[config.mk]
export PLATFORM = sky130hd
export DESIGN_NAME = mem_port_arbiter
export DESIGN_NICKNAME = d
export VERILOG_FILES = /design/src/rtl/mem_port_arbiter.sv
export SDC_FILE = /design/constraint.sdc
export NUM_CORES = 1
export LEC_CHECK = 0
export CAP_MARGIN = 40
export CORE_ASPECT_RATIO = 1.1
export CORE_UTILIZATION = 43
export CTS_CLUSTER_DIAMETER = 200
export DETAILED_ROUTE_END_ITERATION = 6
export PLACE_DENSITY = 0.95
export SYNTH_ARGS = -nofsm -noshare
export SYNTH_HDL_FRONTEND = slang
export SYNTH_SLANG_ARGS = --single-unit
[constraint.sdc]
create_clock -name clk -period 13.3 [get_ports clk]
set_input_delay 2.66 -clock clk [delete_from_list [all_inputs] [get_ports clk]]
set_output_delay 2.66 -clock clk [all_outputs]
set_load 0.05 [all_outputs]
[src/rtl/mem_port_arbiter.sv]
// mem_port_arbiter: shares one RAM data port between the core LSU (port 0) and
// the boot/debug loader (port 1) with round-robin priority and a bounded port-1 lock.
module mem_port_arbiter #(
  parameter int MAX_LOCK = 4,
  parameter int ADDR_W   = 32
) (
  input  logic              clk,
  input  logic              rst,
  input  logic              req0_valid,
  output logic              req0_ready,
  input  logic              req0_we,
  input  logic [1:0]        req0_size,
  input  logic [ADDR_W-1:0] req0_addr,
  input  logic [31:0]       req0_wdata,
  input  logic              req1_valid,
  output logic              req1_ready,
  input  logic              req1_we,
  input  logic [1:0]        req1_size,
  input  logic [ADDR_W-1:0] req1_addr,
  input  logic [31:0]       req1_wdata,
  input  logic              req1_lock,
  output logic              resp0_valid,
  output logic [31:0]       resp0_rdata,
  output logic              resp0_err,
  output logic              resp1_valid,
  output logic [31:0]       resp1_rdata,
  output logic              resp1_err,
  output logic [1:0]        ram_write_en,
  output logic [1:0]        ram_read_en,
  output logic [ADDR_W-1:0] ram_data_addr,
  output logic [31:0]       ram_data_in,
  input  logic [31:0]       ram_data_out
);
  localparam int LOCK_W = $clog2(MAX_LOCK + 1);

  typedef enum logic [1:0] {IDLE, ACCESS, ERROR} state_t;
  state_t state, state_next;

  logic              last_grant;
  logic [LOCK_W-1:0] lock_cnt;
  logic              cap_port;
  logic              cap_we;
  logic [1:0]        cap_size;
  logic [ADDR_W-1:0] cap_addr;
  logic [31:0]       cap_wdata;

  logic              grant0, grant1, accept, lock_ok;
  logic              sel_we, sel_bad;
  logic [1:0]        sel_size;
  logic [ADDR_W-1:0] sel_addr;
  logic [31:0]       sel_wdata;
  logic [31:0]       load_mask;

  assign lock_ok = req1_lock && (lock_cnt < LOCK_W'(MAX_LOCK));

  assign sel_we    = grant1 ? req1_we    : req0_we;
  assign sel_size  = grant1 ? req1_size  : req0_size;
  assign sel_addr  = grant1 ? req1_addr  : req0_addr;
  assign sel_wdata = grant1 ? req1_wdata : req0_wdata;
  assign sel_bad   = (sel_size == 2'b00)
                  || (sel_size == 2'b10 && sel_addr[0])
                  || (sel_size == 2'b11 && sel_addr[1:0] != 2'b00);

  always_ff @(posedge clk or posedge rst) begin
    if (rst) state <= IDLE;
    else     state <= state_next;
  end

  // Port 1 wins when alone, when it is its turn, or under an unexhausted lock.
  always_comb begin
    grant0     = 1'b0;
    grant1     = 1'b0;
    state_next = state;
    case (state)
      IDLE: begin
        if (req1_valid && (!req0_valid || !last_grant || lock_ok)) grant1 = 1'b1;
        else if (req0_valid)                                       grant0 = 1'b1;
        if (grant0 || grant1) state_next = sel_bad ? ERROR : ACCESS;
      end
      ACCESS:  state_next = IDLE;
      ERROR:   state_next = IDLE;
      default: state_next = IDLE;
    endcase
  end

  assign accept     = grant0 || grant1;
  assign req0_ready = grant0;
  assign req1_ready = grant1;

  always_comb begin
    case (cap_size)
      2'b01:   load_mask = 32'h0000_00ff;
      2'b10:   load_mask = 32'h0000_ffff;
      2'b11:   load_mask = 32'hffff_ffff;
      default: load_mask = '0;
    endcase
  end

  always_comb begin
    ram_write_en  = '0;
    ram_read_en   = '0;
    ram_data_addr = '0;
    ram_data_in   = '0;
    if (state == ACCESS) begin
      ram_data_addr = cap_addr;
      ram_data_in   = cap_wdata;
      if (cap_we) ram_write_en = cap_size;
      else        ram_read_en  = cap_size;
    end
  end

  always_ff @(posedge clk or posedge rst) begin
    if (rst) begin
      last_grant  <= 1'b1;
      lock_cnt    <= '0;
      cap_port    <= 1'b0;
      cap_we      <= 1'b0;
      cap_size    <= '0;
      cap_addr    <= '0;
      cap_wdata   <= '0;
      resp0_valid <= 1'b0;
      resp0_err   <= 1'b0;
      resp0_rdata <= '0;
      resp1_valid <= 1'b0;
      resp1_err   <= 1'b0;
      resp1_rdata <= '0;
    end else begin
      resp0_valid <= 1'b0;
      resp0_err   <= 1'b0;
      resp0_rdata <= '0;
      resp1_valid <= 1'b0;
      resp1_err   <= 1'b0;
      resp1_rdata <= '0;
      if (accept) begin
        cap_port   <= grant1;
        cap_we     <= sel_we;
        cap_size   <= sel_size;
        cap_addr   <= sel_addr;
        cap_wdata  <= sel_wdata;
        last_grant <= grant1;
        // Lock only burns while port 0 is actually waiting.
        if (grant0 || !req1_lock)
          lock_cnt <= '0;
        else if (req0_valid && lock_cnt < LOCK_W'(MAX_LOCK))
          lock_cnt <= lock_cnt + 1'b1;
      end
      if (state == ACCESS || state == ERROR) begin
        if (cap_port) begin
          resp1_valid <= 1'b1;
          resp1_err   <= (state == ERROR);
          if (state == ACCESS && !cap_we) resp1_rdata <= ram_data_out & load_mask;
        end else begin
          resp0_valid <= 1'b1;
          resp0_err   <= (state == ERROR);
          if (state == ACCESS && !cap_we) resp0_rdata <= ram_data_out & load_mask;
        end
      end
    end
  end
endmodule

# Word level (Yosys, flattened, before mapping)
# Index checks and enable logic that the tools add are counted.
# Widths: inputs -> output; s select.
dict set report totals {
  register_bits 142
  out_inout_bits 138
  wordCells 84
}
dict set report classes {
  n_addsub 1
  order_cmp 1
  eq_ne 8
  mux 36
  bitwise 1
  reduce_logical 23
}
# operator n
set ops {}
lappend ops {{$mux 32} 9}
lappend ops {{$pmux 32 s3} 1}
lappend ops {{$and 32x32->32} 1}
lappend ops {{$mux 1} 16}
lappend ops {{$mux 2} 8}
lappend ops {{$eq 2x2->1 const B} 5}
lappend ops {{$logic_or 1x1->1} 8}
lappend ops {{$logic_and 1x1->1} 6}
lappend ops {{$mux 3} 2}
lappend ops {{$eq 2x1->1 const B} 2}
lappend ops {{$logic_not 1->1} 4}
lappend ops {{$logic_not 2->1} 2}
lappend ops {{$reduce_bool 2->1} 2}
lappend ops {{$add 3x1->3 const B} 1}
lappend ops {{$lt 3x3->1 const B} 1}
lappend ops {{$ne 2x2->1 const B} 1}
lappend ops {{$reduce_and 2->1} 1}

# Logic depth before layout (Yosys ltp)
dict set report logic_depth {
  ltp_word 15
  depth_mapped 8
  ltp_nobuf 6
}

# Worst setup path before layout
# OpenSTA, ideal clock, no wires.
dict set report synth_timing {
  path_type {in2out}
  from {in req1_lock}
  to {out req1_ready}
  arrival_time_ps 3506
  setup_slack_ps 7134
  path_stages 4
  path_buffers 2
  path_cell_list {nand2b_1 -> a31oi_2 -> buf_2 -> buf_2}
}
dict set report synth_via {
  elab_chain_len 6
}
# element line
set synth_lines {}
lappend synth_lines {{start, declared} 21} ;# input logic req1_lock,
lappend synth_lines {{$logic_and 1x1->1} 54} ;# assign lock_ok = req1_lock && (lock_cnt < LOCK_W'(MAX_LOCK));
lappend synth_lines {{$logic_or 1x1->1} 76} ;# if (req1_valid && (!req0_valid || !last_grant || lock_ok)) grant1 = 1'b1;
lappend synth_lines {{$logic_and 1x1->1} 76}
lappend synth_lines {{$mux 1} 76}
lappend synth_lines {{$mux 1 (2 in series)} 74} ;# case (state)
lappend synth_lines {{end, declared} 16} ;# output logic req1_ready,
# Every way passes these cells. The select of a mux whose other input is x is not followed.

# Worst setup path after layout
dict set report layout_timing {
  from {in req0_valid}
  to {out req0_ready}
}
dict set report layout_via {
  elab_chain_len 7
}
# element line
set layout_lines {}
lappend layout_lines {{start, declared} 9} ;# input logic req0_valid,
lappend layout_lines {{$logic_not 1->1} 76}
lappend layout_lines {{$logic_or 1x1->1 (2 in series)} 76}
lappend layout_lines {{$logic_and 1x1->1} 76}
lappend layout_lines {{$mux 1 (*)} 76}
lappend layout_lines {{$mux 1 (*) (2 in series)} 74}
lappend layout_lines {{end, declared} 10} ;# output logic req0_ready,
# Every way passes the cells marked *; elsewhere a longest branch is shown, timed or not. The select of a mux whose other input is x is not followed.

==> results_tabular.tex <==
\begin{tabular}{lr}
\hline
Metric & Value \\
\hline
\multicolumn{2}{l}{\textbf{Clock tree}} \\
\quad Clock transition at path regs & approximately 60 ps \\
\quad Root buffer cell & sky130\_fd\_sc\_hd\_\_clkbuf\_16 \\
\quad Number of sinks on the clock net & 142 \\
\quad CTS Hold Bufs & 0 \\
\quad Post-cts gate resize count & 0 \\
\quad CTS buffer count & 17 \\
\quad CTS tree & done \\
\quad Insertion delay of the later-clocked pin in the worst-skew pair & 420 ps \\
\quad Maximum clock insertion buffer count & 2 \\
\quad Buffers inserted during post-CTS setup optimization & 0 \\
\quad CTS HTree Levels & 4 \\
\multicolumn{2}{l}{\textbf{Worst setup path}} \\
\quad Depth of the most critical reg-to-reg path & 8 \\
\quad Crit start category & primary input \\
\quad Max stage delay on crit path & slightly above 900 ps \\
\quad Critical path arrival & 5590 ps \\
\quad Crit end category & primary output \\
\quad CP startpoint & req0\_valid \\
\quad Critical Path End & req0\_ready \\
\quad Crit path max fanout & slightly above 70 \\
\quad Slowest cell on the critical path & sky130\_fd\_sc\_hd\_\_clkdlybuf4s50\_1 \\
\quad Cells along the critical path & clkdlybuf4s50\_1 > nand2\_2 > buf\_4 > a21o\_2 > inv\_2 > buf\_4 > clkdlybuf4s50\_1 \\
\quad Required time at the worst-slack endpoint & 10640 ps \\
\quad Reg2reg setup slack & 10380 ps \\
\quad Reg-to-reg endpoint & cap\_addr[17]\$\_DFFE\_PP0P\_ \\
\quad Kind of critical path & in2out \\
\quad Crit Reg-Reg Startpoint & state[1]\$\_DFFE\_PP0P\_ \\
\multicolumn{2}{l}{\textbf{STA}} \\
\quad Minimum clock period & 8254 ps \\
\quad Final setup TNS & 0 ps \\
\quad Count of endpoints failing setup in the final report & 0 \\
\quad Max transition margin & between 40\% and 50\% \\
\quad Slew @ Worst Pin & 876.8 ps \\
\quad Slew Viols, Final & 0 \\
\quad Fraction of the cycle the final worst path needs & between 60\% and 70\% \\
\quad Worst clock skew & 8.325 ps \\
\quad Worst-case hold slack & a little over 500 ps \\
\quad Final-report hold violation count & 0 \\
\quad RSZ-0062 raised after global routing & no \\
\quad F\_max & 121.2 MHz \\
\multicolumn{2}{l}{\textbf{Floorplanning}} \\
\quad Effective utilization at floorplan & 44.16\% \\
\quad Horizontal die dimension & 115.7 µm \\
\quad Ports placed on the boundary & just over 300 \\
\quad Die height & 127.1 µm \\
\quad Number of placement rows & 45 \\
\quad Std-Cell Core Area & between 10000 and 15000 µm² \\
\quad Total Die Area & 14710 µm² \\
\multicolumn{2}{l}{\textbf{Route}} \\
\quad DR vias/cell & just over 5 \\
\quad Final ANT Viol Nets & 0 \\
\quad Post-route DRC & 0 \\
\quad Total Wirelength & 18510 µm \\
\quad DRC violation total after the first TritonRoute iteration & roughly 340 \\
\quad Post-detailed-route wirelength per cell & 17.43 µm \\
\quad Vias post-DR & 5436 \\
\quad Initial DRT Pass Iterations & 5 \\
\multicolumn{2}{l}{\textbf{Synthesis}} \\
\quad Most used DFF post-synth & sky130\_fd\_sc\_hd\_\_dfrtp\_1 \\
\quad Main combinational cell family by area after synthesis & simple AND/OR/NAND/NOR gates \\
\quad Proportion of netlist area held by the largest area contributor & 57.68\% \\
\quad Share of synthesized flip-flops with an asynchronous set or reset & 100.0\% \\
\quad Area share of xor/xnor cells in the synthesized design & less than 1\% \\
\quad Cells after Synth & 564 \\
\quad Total nets after synthesis & 739 \\
\quad Mux contribution to synthesized area & 1.002\% \\
\quad Register bit count reported by yosys & roughly 140 \\
\quad Library cells used by synthesis & 34 \\
\quad Cell taking the most area after synthesis & sky130\_fd\_sc\_hd\_\_dfrtp\_1 \\
\quad Ranking of synthesized cells by area & sky130\_fd\_sc\_hd\_\_dfrtp\_1 58\%, sky130\_fd\_sc\_hd\_\_and2\_1 13\%, sky130\_fd\_sc\_hd\_\_a221o\_1 10\%, sky130\_fd\_sc\_hd\_\_nand2\_1 4.5\%, sky130\_fd\_sc\_hd\_\_nor2\_1 4.2\% \\
\quad Syn Std Cell Area & 6117 µm² \\
\quad Post-synth EDFFs & 0 \\
\quad Synthesized-area fraction occupied by adder cells & 0.8182\% \\
\quad Mean instance size in the synthesized netlist & 10.85 µm² \\
\quad Fraction of the mapped netlist area in compound gates & 12.64\% \\
\quad Share of synthesized cell area in and, or, nand and nor gates & roughly a quarter \\
\quad Share of the yosys chip area belonging to registers & $\sim$58\% \\
\quad Count of synthesis-stage warnings from yosys & 0 \\
\multicolumn{2}{l}{\textbf{Power}} \\
\quad Leak & 4.458 nW \\
\quad PwrDens & a little under 200 nW/µm² \\
\quad VDD IR max & 109.3 µV \\
\multicolumn{2}{l}{\textbf{Global routing}} \\
\quad Global router's overall resource usage & 25.83\% \\
\quad Number of global-route vias before repair & 5725 \\
\quad Largest net degree at the start of global routing & 81 \\
\quad Global-route wire length before repair & $\sim$29000 µm \\
\quad Antenna violations before repair & 0 \\
\quad Remaining Overflow, GRT & 0 \\
\multicolumn{2}{l}{\textbf{Placed design}} \\
\quad Buffers added on ports & 308 \\
\quad Area of placed instances & a little over 9000 µm² \\
\quad Global placer's final weighted congestion & 0.8324 \\
\quad Half-perimeter wire length of the detailed placement result & 13120 µm \\
\multicolumn{2}{l}{\textbf{Hold path}} \\
\quad Worst min-delay path category & reg2reg \\
\multicolumn{2}{l}{\textbf{Finish}} \\
\quad Layout area overhead & 61.96\% \\
\quad Fill count & 954 \\
\quad Final instance area & about 9900 µm² \\
\quad Fraction of layout instances using a drive strength above 1 & 5.606\% \\
\quad Most frequent cells in the layout & 308 x sky130\_fd\_sc\_hd\_\_clkdlybuf4s50\_1, 141 x sky130\_fd\_sc\_hd\_\_dfrtp\_1, 130 x sky130\_fd\_sc\_hd\_\_and2\_1, 73 x sky130\_fd\_sc\_hd\_\_nand2\_1, 68 x sky130\_fd\_sc\_hd\_\_nor2\_1 \\
\quad Area of the multi-input gates & 2340 µm² \\
\quad Most frequent standard cell in the layout excluding fill and tap cells & sky130\_fd\_sc\_hd\_\_clkdlybuf4s50\_1 \\
\quad Reg area & 3555 µm² \\
\quad Final antenna diode count & 0 \\
\quad Net total in the final layout & a little over 1k \\
\multicolumn{2}{l}{\textbf{Run status}} \\
\quad Run status & completed \\
\multicolumn{2}{l}{\textbf{Flow run}} \\
\quad Max-cap check violation count & 0 \\
\hline
\end{tabular}
[registers in the layout (all words and copies together) (netlist names), 2 cells and up]
signal	cells
resp1_rdata	32
resp0_rdata	32
lock_cnt	3
cap_addr	32
cap_wdata	32
cap_size	2
state	2
[through the flow]
stage | instances | utilization, % | setup slack, ps | power [mW]
detailed placement | 1030 | 67.35 | 5023 | 1.476
finish | 1062 | 71.53 | 5046 | 1.937
CTS | 1062 | 71.53 | 5017 | 1.948
global route | 1062 | 71.53 | 4895 | 2.044
global placement | 1028 | 67.01 | 5067 | 1.440
floorplan | 564 | - | 6832 | 1.206
[metal layers]
metal  global-route usage [%]  wire, µm  vias to the layer above
met1                    26.72      6555                     2605
li1                         -         -                     2507
met4                    12.59       711                        0
met5                        0         0                        -
met3                    9.440      1842                       52
met2                    45.76      9398                      272
[worst min-delay path by stage]
stage | end | slack (ps) | depth (start not counted) | start
after floorplan | cap_port$_DFFE_PP0P_ | 480 | 1 | cap_port$_DFFE_PP0P_
after global placement | cap_port$_DFFE_PP0P_ | 500 | 1 | cap_port$_DFFE_PP0P_
after detailed placement | lock_cnt[1]$_DFFE_PP0P_ | 510 | 1 | lock_cnt[1]$_DFFE_PP0P_
after CTS | lock_cnt[1]$_DFFE_PP0P_ | 530 | 1 | lock_cnt[1]$_DFFE_PP0P_
after global routing | last_grant$_DFFE_PP1P_ | 560 | 1 | last_grant$_DFFE_PP1P_
final | lock_cnt[1]$_DFFE_PP0P_ | 520 | 1 | lock_cnt[1]$_DFFE_PP0P_
[synth_stat cells, types with 2 or more instances]
library cell	count
sky130_fd_sc_hd__o21ai_0	4
sky130_fd_sc_hd__nand2b_1	3
sky130_fd_sc_hd__ha_1	4
sky130_fd_sc_hd__and3_1	3
sky130_fd_sc_hd__nor3_1	2
sky130_fd_sc_hd__buf_6	6
sky130_fd_sc_hd__a21oi_1	2
sky130_fd_sc_hd__nor2b_1	3
sky130_fd_sc_hd__buf_2	16
sky130_fd_sc_hd__nor3_2	2
sky130_fd_sc_hd__inv_1	6
sky130_fd_sc_hd__a221o_1	63
sky130_fd_sc_hd__a32o_1	3
sky130_fd_sc_hd__buf_1	2
sky130_fd_sc_hd__and2_1	130
sky130_fd_sc_hd__clkbuf_1	12
sky130_fd_sc_hd__nand2_1	73
sky130_fd_sc_hd__a211oi_1	2
sky130_fd_sc_hd__a21o_1	2
sky130_fd_sc_hd__nor2_1	68
sky130_fd_sc_hd__mux2i_1	5
sky130_fd_sc_hd__dfrtp_1	141
[layout make-up]
type	instances	share of cell area (%)
repair buffers	315	31.98
multi-input cells	378	23.62
flip-flops and latches	142	35.88
inverters	7	0.3157
well taps	188	2.374
clock inverters	15	1.541
clock buffers	17	4.294
[power breakdown]
part | leakage (nW) | switching, mW | internal, mW | total [mW]
sequential | 1.86 | 0.0622 | 0.552 | 0.614
clock | 0.281 | 0.199 | 0.264 | 0.463
combinational | 2.31 | 0.524 | 0.336 | 0.860
total | 4.46 | 0.785 | 1.15 | 1.94
[worst max-delay path, delay by kind of cell]
| kind | cells | cell delay [ps] |
|---|---|---|
| buffers and inverters | 5 | 2470 |
| and+or+nand+nor | 1 | 60 |
| AOI/OAI and AO/OA | 1 | 330 |
[logic make-up after synthesis]
logic type	count (synthesis)
compound gates	82
xor+xnor	1
fa+ha+maj	4
buf+inv	44
flops	142
mux	6
simple gates	285
No activity file was read; power rests on OpenSTA's default activity.
